===== config.mk =====
export PLATFORM = sky130hd
export DESIGN_NAME = audio_i2s_tx_flat
export DESIGN_NICKNAME = d
export VERILOG_FILES = /design/src/rtl/audio_pkg.sv /design/src/rtl/audio_i2s_tx_if.sv /design/src/rtl/i2s_clkgen.sv /design/src/rtl/audio_i2s_tx.sv /design/src/flat_wrapper.sv
export SDC_FILE = /design/constraint.sdc
export NUM_CORES = 1
export LEC_CHECK = 0
export ABC_AREA = 0
export BUFFER_PORTS_ARGS = -buffer_cell sky130_fd_sc_hd__buf_2
export CORE_ASPECT_RATIO = 0.8
export CORE_MARGIN = 4
export CORE_UTILIZATION = 50
export DETAILED_ROUTE_END_ITERATION = 10
export HOLD_SLACK_MARGIN = 0.15
export PLACE_DENSITY = 0.84
export SYNTH_ARGS = -nofsm -noshare
export SYNTH_HDL_FRONTEND = slang
export SYNTH_SLANG_ARGS = --single-unit

===== constraint.sdc =====
create_clock -name clk -period 2.2 [get_ports clk]
set_clock_uncertainty 0.1 [all_clocks]
set_input_delay 0.22 -clock clk [delete_from_list [all_inputs] [get_ports clk]]
set_output_delay 0.22 -clock clk [all_outputs]
set_load 0.03 [all_outputs]

===== src/rtl/audio_pkg.sv =====
// rtl/audio_pkg.sv - shared constants and helpers for the I2S audio transmitter
package audio_pkg;

  localparam int SAMPLE_W = 16;
  localparam logic [SAMPLE_W-1:0] SILENCE_OFFSET = 16'h8000;
  localparam int I2S_BITS_PER_FRAME = 64;
  localparam int I2S_BITS_PER_CH = 32;
  localparam int SLOT_W = $clog2(I2S_BITS_PER_FRAME);

  function automatic logic [SAMPLE_W-1:0] offset_to_twos(input logic [SAMPLE_W-1:0] x);
    return {~x[SAMPLE_W-1], x[SAMPLE_W-2:0]};
  endfunction

  // One-bit-delayed I2S: MSB in slot 1 of each channel, zero padding after the LSB.
  function automatic logic slot_bit(input logic [SLOT_W-1:0] slot,
                                    input logic [SAMPLE_W-1:0] word);
    logic [4:0] pos;
    logic [4:0] idx;
    pos = slot[4:0];
    idx = 5'd16 - pos;
    if (pos >= 5'd1 && pos <= 5'd16) begin
      return word[idx[3:0]];
    end
    return 1'b0;
  endfunction

endpackage


===== src/rtl/audio_i2s_tx_if.sv =====
// rtl/audio_i2s_tx_if.sv - sample hand-off between playback block and transmitter
interface audio_i2s_tx_if;
  import audio_pkg::*;

  logic [SAMPLE_W-1:0] sample_in;
  logic                sample_strobe;

  modport master (output sample_in, input sample_strobe);
  modport slave  (input sample_in, output sample_strobe);

endinterface


===== src/rtl/i2s_clkgen.sv =====
// rtl/i2s_clkgen.sv - frame counter and registered MCLK/SCLK/LRCK generation
module i2s_clkgen
  import audio_pkg::*;
#(
  parameter int MCLK_DIV   = 8,
  parameter int LRCK_RATIO = 256
) (
  input  logic              clk,
  input  logic              reset_active_high,
  input  logic              enable,
  output logic              mclk,
  output logic              sclk,
  output logic              lrck,
  output logic [SLOT_W-1:0] slot,
  output logic              frame_end
);

  localparam int FRAME_CLKS = MCLK_DIV * LRCK_RATIO;
  localparam int BIT_CLKS   = FRAME_CLKS / I2S_BITS_PER_FRAME;
  localparam int CNT_W      = $clog2(FRAME_CLKS);
  localparam int MCLK_BIT   = $clog2(MCLK_DIV) - 1;
  localparam int SCLK_BIT   = $clog2(BIT_CLKS) - 1;

  generate
    if (MCLK_DIV < 2 || (MCLK_DIV & (MCLK_DIV - 1)) != 0) begin : g_bad_mclk_div
      $error("MCLK_DIV must be a power of 2 and at least 2");
    end
    if ((LRCK_RATIO & (LRCK_RATIO - 1)) != 0 || FRAME_CLKS < 128) begin : g_bad_lrck_ratio
      $error("LRCK_RATIO must be a power of 2 with MCLK_DIV*LRCK_RATIO >= 128");
    end
  endgenerate

  logic [CNT_W-1:0] cnt;

  // Power-of-two frame length lets the counter wrap naturally with no gap.
  always_ff @(posedge clk) begin
    if (reset_active_high || !enable) begin
      cnt  <= '0;
      mclk <= 1'b0;
      sclk <= 1'b0;
      lrck <= 1'b0;
    end else begin
      cnt  <= cnt + 1'b1;
      mclk <= cnt[MCLK_BIT];
      sclk <= cnt[SCLK_BIT];
      lrck <= cnt[CNT_W-1];
    end
  end

  assign slot      = cnt[CNT_W-1 -: SLOT_W];
  assign frame_end = &cnt;

endmodule


===== src/rtl/audio_i2s_tx.sv =====
// rtl/audio_i2s_tx.sv - mono offset-binary sample to stereo I2S DAC transmitter
module audio_i2s_tx
  import audio_pkg::*;
#(
  parameter int MCLK_DIV   = 8,
  parameter int LRCK_RATIO = 256
) (
  input  logic           clk,
  input  logic           reset_active_high,
  input  logic           enable,
  input  logic           mute,
  audio_i2s_tx_if.slave  src,
  output logic           i2s_mclk,
  output logic           i2s_sclk,
  output logic           i2s_lrck,
  output logic           i2s_sdata
);

  logic [SLOT_W-1:0]   slot;
  logic                frame_end;
  logic [SAMPLE_W-1:0] tx_word;
  logic                strobe_q;

  i2s_clkgen #(
    .MCLK_DIV   (MCLK_DIV),
    .LRCK_RATIO (LRCK_RATIO)
  ) u_clkgen (
    .clk               (clk),
    .reset_active_high (reset_active_high),
    .enable            (enable),
    .mclk              (i2s_mclk),
    .sclk              (i2s_sclk),
    .lrck              (i2s_lrck),
    .slot              (slot),
    .frame_end         (frame_end)
  );

  // The word is latched once per frame so both channels always carry the same sample.
  always_ff @(posedge clk) begin
    if (reset_active_high || !enable) begin
      tx_word   <= '0;
      strobe_q  <= 1'b0;
      i2s_sdata <= 1'b0;
    end else begin
      strobe_q  <= frame_end;
      i2s_sdata <= slot_bit(slot, tx_word);
      if (frame_end) begin
        tx_word <= mute ? '0 : offset_to_twos(src.sample_in);
      end
    end
  end

  assign src.sample_strobe = strobe_q;

endmodule


===== src/flat_wrapper.sv =====
// flat-port wrapper written by rule: the top's interface ports become plain ports
module audio_i2s_tx_flat import audio_pkg::*;
#(
  parameter int MCLK_DIV   = 8,
  parameter int LRCK_RATIO = 256
)
  (clk, reset_active_high, enable, mute, i2s_mclk, i2s_sclk, i2s_lrck, i2s_sdata, src_sample_in, src_sample_strobe);
  audio_i2s_tx_if src_i ();
  input  logic clk;
  input  logic reset_active_high;
  input  logic enable;
  input  logic mute;
  output logic i2s_mclk;
  output logic i2s_sclk;
  output logic i2s_lrck;
  output logic i2s_sdata;
  input wire logic [$bits(src_i.sample_in)-1:0] src_sample_in;
  output wire logic [$bits(src_i.sample_strobe)-1:0] src_sample_strobe;
  assign src_i.sample_in = src_sample_in;
  assign src_sample_strobe = src_i.sample_strobe;
  audio_i2s_tx #(.MCLK_DIV(MCLK_DIV), .LRCK_RATIO(LRCK_RATIO)) u_core (.clk(clk), .reset_active_high(reset_active_high), .enable(enable), .mute(mute), .src(src_i), .i2s_mclk(i2s_mclk), .i2s_sclk(i2s_sclk), .i2s_lrck(i2s_lrck), .i2s_sdata(i2s_sdata));
endmodule

==> impl.org, run 1 <==
** CTS
- Clock tree synthesis found a total of 32 sinks.
- After clock tree synthesis, the clock-pin slew on the worst setup and hold paths is 70 ps.
- Inserted Clock Buffers :: 5
- Counting along the longest clock path gives a buffer depth of 2.
- Post CTS Setup Buffer Count :: 0
- Hold repair after CTS inserted 0 buffers.
- The root buffer cell chosen for the clock tree is clkbuf_8.
- The H-tree generated during clock tree synthesis spans 2 levels.
- Number of cells upsized or downsized after cts :: 0
- For the worst-skew pair, the clock arrives at the later sink with an insertion delay of 280 ps.
- TritonCTS clock tree :: built

** Synth
- Counting every net in the synthesized netlist gives 191.
- The synthesized netlist occupies a cell area of 1630 µm².
- After Yosys synthesis, XOR and XNOR cells account for 5.31% of the synthesized area.
- Mux cell area share after synthesis :: 16.4%
- After synthesis, the largest family of logic cells by area is simple AND/OR/NAND/NOR gates.
- Number of instances in the synthesized netlist :: 167
- Top post-synthesis cells by area :: dfxtp_1, mux2i_1, nor2_1, and2b_1, nor2b_1
- After synthesis, the mean cell area works out to 9.73 µm².
- Flops & latches, synth :: 32
- The netlist uses 36 different library cells.
- Post-synth top area share :: 39.4%
- Main synth FF type :: dfxtp_1
- Summing the areas of all compound-gate instances in the mapped netlist gives 2.16% of the synthesized area.
- Sequential area share after synthesis :: 39.4%
- Cell accounting for the most synthesized area :: dfxtp_1
- Area share of fa/ha/maj cells after synthesis :: 3.08%
- Fraction of the mapped netlist area in simple logic gates :: 27.6%
- Count of yosys warnings during synthesis :: 0
- Number of flops mapped to enable cells by yosys :: 0
- Of all flip-flops after synthesis, the portion carrying an async set or reset was 0%.

** Power and ir drop
- VDD IR-drop max :: 426 µV
- Sequential cell fraction of total power :: 55.1%
- Power after layout :: 1.06 mW
- Logic pwr share :: 4.4%
- In this run switching power makes up 22.4% of total power.
- Static leakage :: 0.723 nW
- Power spread over the standard cell area amounts to 579 nW/µm².
- Clk pwr share :: 40.5%
- Sw Pwr :: 0.237 mW
- The internal portion of the total power is 0.820 mW.

** Cells and area
- Commonest cells after routing, fill and taps aside :: dfxtp_1, nor2_1, buf_2, mux2i_1, nor2b_1
- Final net count :: 216
- ANT cells :: 0
- Layout area overhead :: 12.3%
- Cells with a size suffix above 1 make up 22.9% of the layout.
- Summing all non-filler instances in the final layout gives an area of 1830 µm².
- Leading cell type in the layout, fill and taps excluded :: dfxtp_1

** Place
- Before CTS, the worst setup slack after placement is 322 ps.
- The congestion estimate from routability-driven global placement came to 0.848.
- Cell area after placement :: 1750 µm²
- The count of buffers added on input and output ports is 24.
- Estimated wirelength of the detail-placed design :: 2.18 mm

** Setup path
- Flop2flop setup slack :: 290 ps
- Critical Path Start Type :: flip-flop
- The critical path ends at u_core.tx_word[15].
- Critical Path Source :: u_core.u_clkgen.cnt[0]
- Required arrival time at the worst endpoint :: 2270 ps
- Worst Path Max Fanout :: 17
- In this run the critical register-to-register path is launched from u_core.u_clkgen.cnt[0].
- Worst Setup End Kind :: flip-flop
- The endpoint identified for the worst register-to-register timing path is u_core.tx_word[15].
- Arrival time of the worst setup path :: 1990 ps
- Category of the critical setup timing path :: flip-flop to flip-flop
- Counting cells, the worst reg-to-reg path comes to 6.

** Detailed routing
- Before antenna repair, the detailed router went through 4 iterations.
- DR vias :: 1204
- 1st-iter DRT viols :: 53
- Post-detailed-route count of antenna-violating nets :: 0
- Dividing the detail-routed via count by the number of cells gives 5.19.
- After detailed routing, the average wire length per cell comes to 13.3 µm.
- Wires add up to 3.08 mm.
- In the routed design, unresolved DRC markers number 0.

** STA
- Pins Over Slew Limit :: 0
- After layout, the worst path uses 87.0% of the clock period.
- After layout, the worst setup slack is 286 ps.
- Measured against its own limit, the worst slew margin works out to 73.1%.
- Setup TNS Final :: 0 ps
- Setup repair after global routing missed its margin :: false
- Number of setup violations in the final report :: 0
- For the pin with the worst max-slew slack, the measured transition is 401 ps.
- F_max :: 522 MHz
- The final-report hold violation count is 0.
- Counting I/O delays and the setup requirement, the final critical path takes 1910 ps.

** Floorplanning
- During I/O placement, the number of pins put on the boundary was 25.
- Die Area :: 4230 µm²
- Count of standard-cell rows :: 18
- Horizontal die dimension :: 71.7 µm
- Initial core utilization :: 52.3%
- The floorplan step set the die height to 59.0 µm.
- Floorplan Core Area :: 3110 µm²

** Run status
- The run finished with clean final reports.

** GRT
- Entering global routing, the biggest net connects 27 pins.
- Vias in the first global route :: 1122
- Number of antenna violations at the first check in global routing :: 0
- The first global-routing pass estimated 5.18 mm of wire.
- Overflow left after global routing :: 0
- Gr usage total :: 16.1%

** Worst hold path
- The path class of the tightest hold or removal check is input port to flip-flop.

** Job
- Across the run, the number of max-cap violations was 0.
==> logic make-up (layout without fill, tap and decap cells) <==
group	count (synthesis)	count (layout)
AND/OR/NAND/NOR	79	79
flip-flops	32	32
multiplexers	24	24
buffers and inverters	13	38
XOR/XNOR	9	9
AO/OA/AOI/OAI	6	6
adder cells (fa/ha/maj)	4	4
==> critical path, cell delays in order (launching register included) <==
cell	delay [ps]
dfxtp_1	370
ha_1	250
nand3_4	140
nor4_4	300
buf_4	320
mux2i_1	250
nor2_1	50
==> cell usage after synthesis (2+ instances only) <==
library cell	n
a21oi_1	2
and2_1	4
and2_2	3
and2b_1	8
buf_4	2
buf_6	2
clkbuf_1	4
dfxtp_1	32
ha_1	4
inv_1	3
mux2i_1	21
mux4_2	2
nand2_1	4
nand2b_1	2
nand3_1	3
nand3b_1	2
nand4_1	3
nor2_1	27
nor2b_1	9
nor3_1	4
nor3b_1	4
o22ai_1	2
xnor2_1	4
xor2_1	4
==> metrics by stage <==
step,hold slack (ps),cells,utilization [%]
6_report,179,232,58.7
5_1_grt,208,232,58.7
4_1_cts,176,232,58.7
3_5_place_dp,363,225,56.2
3_3_place_gp,342,225,56.2
2_1_floorplan,326,167,-
==> how the worst min path moves through the flow <==
stage | start | to | depth (start not counted)
detailed placement | u_core.u_clkgen.cnt[0] | u_core.u_clkgen.cnt[0] | 1
CTS | src_sample_in[9] | u_core.tx_word[9] | 4
floorplan | u_core.u_clkgen.cnt[0] | u_core.u_clkgen.cnt[0] | 1
global placement | u_core.u_clkgen.cnt[0] | u_core.u_clkgen.cnt[0] | 1
finish | src_sample_in[7] | u_core.tx_word[7] | 4
global route | src_sample_in[9] | u_core.tx_word[9] | 4
==> power by group through the flow <==
stage / sequential [mW] / combinational, mW / clock (mW)
finish: 0.583 / 0.0464 / 0.428
detailed placement: 0.596 / 0.0467 / 0
CTS: 0.583 / 0.0470 / 0.431
floorplan: 0.595 / 0.0267 / 0
global placement: 0.596 / 0.0461 / 0
global route: 0.583 / 0.0527 / 0.452
==> state kept, by name, indices dropped and copies added (netlist names) <==
signal / cells
u_core.u_clkgen.sclk: 1
u_core.u_clkgen.cnt: 11
u_core.u_clkgen.lrck: 1
u_core.u_clkgen.mclk: 1
u_core.tx_word: 16
u_core.src.sample_strobe: 1
u_core.i2s_sdata: 1
==> cell type report <==
class / instances / area (µm²)
tap: 40 / 50.0
clock inverter: 1 / 5.00
clock buffer: 6 / 72.6
timing repair buffer: 28 / 150
fill: 284 / 1280
sequential: 32 / 641
multi-input combinational: 122 / 896
inverter: 3 / 11.3
==> routing by layer <==
metal	GRT usage, %	routed length (µm)
met4	5.63	36
met5	0	0
met3	5.93	171
met2	26.4	1470
met1	19.7	1410
Power figures use the tool's default switching activity.
==> run 2: changes to the inputs <==
--- a/config.mk
+++ b/config.mk
@@ -8,10 +8,12 @@
 export ABC_AREA = 0
 export BUFFER_PORTS_ARGS = -buffer_cell sky130_fd_sc_hd__buf_2
+export CELL_PAD_IN_SITES_DETAIL_PLACEMENT = 0
+export CELL_PAD_IN_SITES_GLOBAL_PLACEMENT = 1
 export CORE_ASPECT_RATIO = 0.8
 export CORE_MARGIN = 4
-export CORE_UTILIZATION = 50
+export CORE_UTILIZATION = 38
 export DETAILED_ROUTE_END_ITERATION = 10
 export HOLD_SLACK_MARGIN = 0.15
-export PLACE_DENSITY = 0.84
+export PLACE_DENSITY = 0.83
 export SYNTH_ARGS = -nofsm -noshare
 export SYNTH_HDL_FRONTEND = slang
==> constraint.sdc (replaced) <==
create_clock -name clk -period 2.2 [get_ports clk]
set_clock_uncertainty 0.1 [all_clocks]
set_input_delay 0.44 -clock clk [delete_from_list [all_inputs] [get_ports clk]]
set_output_delay 0.44 -clock clk [all_outputs]
set_load 0.03 [all_outputs]
==> impl.org, run 2 (synthesis results as in run 1) <==
** Run status
- Outcome :: completed (unchanged)

** Setup path
- Largest delay contributor family on the critical path :: flip-flops (was simple AND/OR/NAND/NOR gates)
- The category of the critical setup timing path was flip-flop to flip-flop (unchanged).
- Worst Setup End Kind :: flip-flop (unchanged)
- The library cell contributing the largest single delay on the critical path is dfxtp_1 (unchanged).
- The delay contributed by the slowest stage of the critical path came to 410 ps (was 370 ps).
- Critical Path Start Type :: flip-flop (unchanged)
- Worst Path Max Fanout :: 7 (was 17)
- Required arrival time at the worst endpoint :: 2270 ps (about the same)
- Worst path cell trace :: inv_1 > ha_1 > xnor2_2 > mux4_2 > nor2b_1 > o22ai_1 (was ha_1 > nand3_4 > nor4_4 > buf_4 > mux2i_1 > nor2_1)
- Crit path buffers/inverters :: 1 (unchanged)
- The critical path arrival was 1960 ps (was 1990 ps).

** Job
- Number of max-cap violations :: 0 (unchanged)

** Floorplanning
- The placeable core area came to 3950 µm² (was 3110 µm²).
- The number of cell rows came to 20 (was 18).
- The overall die area was 5390 µm² (was 4230 µm²).
- The number of top-level pins is 25 (unchanged).
- Horizontal die dimension :: 81.1 µm (was 71.7 µm)
- Initial core utilization :: 41.1% (was 52.3%)
- The die height was 66.5 µm (was 59.0 µm).

** Cells and area
- Post-route design area :: 1870 µm² (was 1830 µm²)
- Leading cell type in the layout, fill and taps excluded :: dfxtp_1 (unchanged)
- The number of flip-flops in the largest register came to 16 (unchanged).
- The largest register by flop count was u_core.tx_word (unchanged).
- The number of inserted diodes came to 0 (unchanged).
- Commonest cells after routing, fill and taps aside :: dfxtp_1, nor2_1, buf_2, mux2i_1, nor2b_1 (unchanged)
- The share of cells above drive strength 1 is 24.2% (was 22.9%).
- Sequential standard cell area :: 641 µm² (unchanged)
- Leading registers by flop count :: u_core.tx_word x16, u_core.u_clkgen.cnt x11 (unchanged)
- Layout area overhead :: 14.9% (was 12.3%)
- Final net count :: 217 (was 216)
- Layout fillers :: 422 (was 284)
- Combined area of the multi-input logic cells :: 896 µm² (unchanged)

** Detailed routing
- Overall routed net length :: 2.88 mm (was 3.08 mm)
- Post-detailed-route count of antenna-violating nets :: 0 (unchanged)
- Average wire per cell in the routed design :: 11.6 µm (was 13.3 µm)
- Length of the first detailed-routing pass in iterations :: 4 (unchanged)
- DR vias :: 1150 (was 1204)
- Number of design rule violations left after detail routing :: 0 (unchanged)
- The via density per instance is 4.62 (was 5.19).
- 1st-iter DRT viols :: 38 (was 53)

** CTS
- Later-pin clock latency in the skew report :: 280 ps (about the same)
- The total of cells resized after clock tree synthesis came to 0 (unchanged).
- The number of buffers added for setup after CTS is 0 (unchanged).
- The number of CTS-inserted buffers is 5 (unchanged).
- Clock slew at reported path FFs :: 70 ps (about the same)
- Bufs on Longest Clock Path :: 2 (unchanged)
- The TritonCTS sink count came to 32 (unchanged).
- The number of hold buffers added after CTS came to 0 (unchanged).
- The number of H-tree branching levels came to 2 (unchanged).
- Root Driver :: clkbuf_8 (unchanged)
- The CTS tree is built (unchanged).

** GRT
- Vias in the first global route :: 1023 (was 1122)
- Overflow left after global routing :: 0 (unchanged)
- The pin count of the biggest net entering global routing was 18 (was 27).
- Gr usage total :: 12.0% (was 16.1%)
- Wire length of the first global-routing pass :: 4.84 mm (was 5.18 mm)
- The number of antenna violations at the first check in global routing came to 0 (unchanged).

** Place
- Number of port buffers :: 24 (unchanged)
- Estimated wirelength of the detail-placed design :: 2.10 mm (was 2.18 mm)
- The last weighted congestion value of the routability-driven placer is 0.814 (was 0.848).
- The area of placed instances was 1770 µm² (was 1750 µm²).

** Power and ir drop
- Static leakage :: 0.738 nW (was 0.723 nW)
- VDD IR-drop max :: 268 µV (was 426 µV)
- The total power density per cell area is 584 nW/µm² (was 579 nW/µm²).

** STA
- Setup repair after global routing missed its margin :: false (unchanged)
- Pins Over Slew Limit :: 0 (unchanged)
- The final-report hold violation count is 0 (unchanged).
- The ratio of final minimum period to clock period was 85.6% (was 87.0%).
- F_max :: 531 MHz (was 522 MHz)
- Crit path time final :: 1880 ps (was 1910 ps)
- The accumulated negative setup slack is 0 ps (unchanged).
- The tightest slew margin relative to the limit is 72.3% (was 73.1%).
- Number of setup violations in the final report :: 0 (unchanged)
- Slew at the pin with the worst max-slew slack :: 414 ps (was 401 ps)

** Worst hold path
- The type of the worst min-delay path is flip-flop to flip-flop (was input port to flip-flop).
## run 2: worst paths after layout
check,from,to,slack [ps],depth (start not counted)
setup / recovery,u_core.u_clkgen.cnt[6],u_core.i2s_sdata,320,6
hold / removal,u_core.u_clkgen.cnt[0],u_core.u_clkgen.cnt[0],370,1
setup reg to reg,u_core.u_clkgen.cnt[6],u_core.i2s_sdata,320,6
hold reg to reg,u_core.u_clkgen.cnt[0],u_core.u_clkgen.cnt[0],370,1
## run 2: power breakdown
group          internal [mW]  switching, mW
logic                 0.0253         0.0222
clock network          0.249          0.211
registers              0.581        0.00151
total                  0.855          0.235
## run 2: worst reg2reg max path, cell delays in order (launching register included)
cell and delay, ps:
dfxtp_1 410, inv_1 90, ha_1 240, xnor2_2 360, mux4_2 360, nor2b_1 120
o22ai_1 90
## run 2: metrics by stage
stage | hold WS [ps] | util (%) | std cells | setup WS (ps) | power [mW]
after global routing | 374 | 47.2 | 249 | 185 | 1.16
after CTS | 362 | 47.2 | 249 | 315 | 1.11
after floorplan | 326 | - | 167 | 97.1 | 0.622
after global placement | 339 | 44.9 | 241 | 365 | 0.644
after detailed placement | 353 | 44.9 | 241 | 317 | 0.644
final | 371 | 47.2 | 249 | 317 | 1.09
## run 2: final cells by class
cell class                 instances  area share (%)
clock buffer                       6            4.42
sequential                        32            34.3
timing repair buffer              29            8.45
clock inverter                     2           0.536
multi-input combinational        122            48.0
inverter                           3           0.603
tap                               55            3.69
## run 2: layer usage
layer / vias to the layer above / GRT usage (%) / part of all wire (%)
met4: 0 / 3.80 / 1.1
met5: - / 0 / 0
met3: 3 / 5.27 / 5.9
li1: 612 / - / -
met1: 512 / 16.8 / 53
met2: 23 / 16.2 / 40
==> run 3: changes to the inputs <==
Settings changed: GPL_TIMING_DRIVEN from default to 0.
==> impl.org, run 3 (synthesis results as in run 1) <==
** Cells and area
- The number of inserted diodes was 0 (unchanged).
- The share of cells above drive strength 1 came to 24.7% (was 24.2%).
- Commonest cells after routing, fill and taps aside :: dfxtp_1, nor2_1, buf_2, mux2i_1, nor2b_1 (unchanged)
- The number of flip-flops in the largest register is 16 (unchanged).
- Post-route design area :: 1910 µm² (was 1870 µm²)
- Final net count :: 222 (was 217)
- Leading registers by flop count: u_core.tx_word x16, u_core.u_clkgen.cnt x11 (unchanged).
- The area growth from synthesis to layout is 17.6% (was 14.9%).
- Leading cell type in the layout, fill and taps excluded :: dfxtp_1 (unchanged)
- The largest register by flop count is u_core.tx_word (unchanged).

** GRT
- Vias in the first global route :: 1059 (was 1023)
- The pin count of the biggest net entering global routing is 11 (was 18).
- The overflow left after global routing was 0 (unchanged).
- The first-pass GRT wire length was 4.95 mm (was 4.84 mm).
- The number of antenna violations at the first check in global routing came to 0 (unchanged).
- Gr usage total :: 12.3% (was 12.0%)

** Setup path
- Critical Path Start Type :: flip-flop (unchanged)
- Crit path buffers/inverters :: 3 (was 1)
- The critical path arrival came to 2110 ps (was 1960 ps).
- The library cell contributing the largest single delay on the critical path is mux4_2 (was dfxtp_1).
- The gate family responsible for the most delay along the worst path is multiplexers (was flip-flops).
- Category of the critical setup timing path :: flip-flop to flip-flop (unchanged)
- Among the stages of the critical path, the cell type that occurs most often is clkbuf_4.
- The required time reported for the critical path endpoint came to 2260 ps (was 2270 ps).
- Worst Setup End Kind :: flip-flop (unchanged)
- The biggest fanout along the worst timing path came to 10 (was 7).
- Max stage delay on crit path :: 500 ps (was 410 ps)
- Worst path cell trace :: clkbuf_4 > inv_1 > ha_1 > clkbuf_4 > mux4_2 > nor2_1 > o22ai_1 (was inv_1 > ha_1 > xnor2_2 > mux4_2 > nor2b_1 > o22ai_1)

** STA
- Part of the cycle the worst path needs :: 92.9% (was 85.6%)
- The minimum clock period after layout came to 2040 ps (was 1880 ps).
- The transition at the pin with the smallest max-transition slack is 475 ps (was 414 ps).
- The highest clock frequency the design can meet is 489 MHz (was 531 MHz).
- Normalized max-slew margin :: 68.4% (was 72.3%)
- Hold Violations, Final :: 0 (unchanged)
- The number of setup violations in the final report came to 0 (unchanged).
- The final worst-path setup slack is 155 ps (was 317 ps).
- The final worst hold slack came to 373 ps (was 371 ps).
- Pins Over Slew Limit :: 0 (unchanged)
- Setup TNS Final :: 0 ps (unchanged)
- Setup repair after global routing missed its margin: false (unchanged).

** Worst hold path
- The type of the worst min-delay path is flip-flop to flip-flop (unchanged).

** Place
- The last weighted congestion value of the routability-driven placer came to 0.694 (was 0.814).
- Estimated wirelength of the detail-placed design :: 2.08 mm (was 2.10 mm)
- Cell area after placement :: 1820 µm² (was 1770 µm²)
- Worst setup slack before clock tree synthesis :: -181 ps (was 317 ps)
- Number of port buffers :: 24 (unchanged)

** Detailed routing
- Post-detailed-route count of antenna-violating nets :: 0 (unchanged)
- 1st-iter DRT viols :: 55 (was 38)
- Overall routed net length :: 2.86 mm (was 2.88 mm)
- The DRC violation count after routing was 0 (unchanged).
- Length of the first detailed-routing pass in iterations :: 6 (was 4)
- The total via count after detailed routing came to 1160 (was 1150).
- Average wire per cell in the routed design :: 11.3 µm (was 11.6 µm)
- The via density per instance was 4.58 (was 4.62).

** Power and ir drop
- Static leakage :: 0.737 nW (was 0.738 nW)
- The sum of internal, switching and leakage power was 1.05 mW (was 1.09 mW).
- VDD IR-drop max :: 311 µV (was 268 µV)
- The total power density per cell area is 548 nW/µm² (was 584 nW/µm²).

** CTS
- Post CTS Setup Buffer Count :: 0 (unchanged)
- The clock-pin transition on the worst setup and hold timing paths is 70 ps (about the same).
- The number of CTS-inserted buffers was 5 (unchanged).
- The TritonCTS sink count was 32 (unchanged).
- Number of cells upsized or downsized after cts :: 3 (was 0)
- Later-pin clock latency in the skew report :: 280 ps (about the same)
- Bufs on Longest Clock Path :: 2 (unchanged)
- The clock tree root buffer cell is clkbuf_8 (unchanged).
- Hold buffer count at CTS :: 0 (unchanged)
- TritonCTS clock tree :: built (unchanged)
- The number of H-tree branching levels is 2 (unchanged).

** Floorplanning
- Initial core utilization :: 41.1% (unchanged)
- Horizontal die dimension :: 81.1 µm (unchanged)
- The number of top-level pins is 25 (unchanged).
- The overall die area was 5390 µm² (unchanged).
- Floorplan Core Area :: 3950 µm² (unchanged)
- Count of standard-cell rows :: 20 (unchanged)
- The die height was 66.5 µm (unchanged).

** Job
- Number of max-cap violations :: 0 (unchanged)

** Run status
- Outcome :: completed (unchanged)
[run 3: cell types whose count changed in the layout (fill, tap and decap cells not counted), sizes merged]
cell,previous run,this run
clkinv,2,1
clkbuf,6,11
[run 3: routing by layer]
metal / global-route usage [%] / part of all wire [%] / up-vias / wire length [µm]
met5: 0 / 0 / - / 0
li1: - / - / 616 / -
met3: 5.68 / 5.9 / 2 / 169
met4: 3.80 / 0.66 / 0 / 19
met2: 16.4 / 41 / 25 / 1180
met1: 17.1 / 52 / 517 / 1490
[run 3: worst paths after layout]
| check | slack (ps) | from | endpoint | depth (start not counted) |
|---|---|---|---|---|
| setup / recovery | 160 | u_core.u_clkgen.cnt[5] | u_core.i2s_sdata | 7 |
| hold / removal | 370 | u_core.u_clkgen.cnt[0] | u_core.u_clkgen.cnt[0] | 1 |
| setup reg to reg | 160 | u_core.u_clkgen.cnt[5] | u_core.i2s_sdata | 7 |
| hold reg to reg | 370 | u_core.u_clkgen.cnt[0] | u_core.u_clkgen.cnt[0] | 1 |
[run 3: cell type report]
| type | instances | area, µm² |
|---|---|---|
| inverters | 3 | 11.3 |
| fillers | 413 | 2040 |
| clock buffers | 6 | 72.6 |
| repair buffers | 24 | 120 |
| clock inverters | 1 | 5.00 |
| multi-input cells | 122 | 898 |
| well taps | 55 | 68.8 |
| plain buffers | 10 | 93.8 |
| flip-flops and latches | 32 | 642 |
[run 3: metrics by stage]
| step | utilization [%] | cells |
|---|---|---|
| finish | 48.4 | 253 |
| global route | 48.4 | 253 |
| CTS | 48.2 | 253 |
| detailed placement | 45.9 | 246 |
| global placement | 45.9 | 246 |
| floorplan | - | 167 |
[run 3: worst reg2reg max path, cell delays in order (launching register included)]
cell      delay (ps)
dfxtp_2          400
clkbuf_4         220
inv_1             80
ha_1             270
clkbuf_4         190
mux4_2           500
nor2_1            90
o22ai_1           80
[run 3: power breakdown]
group	total [mW]	switching, mW	internal [mW]
registers	0.583	0.00157	0.581
logic	0.0499	0.0230	0.0269
clock network	0.416	0.201	0.215
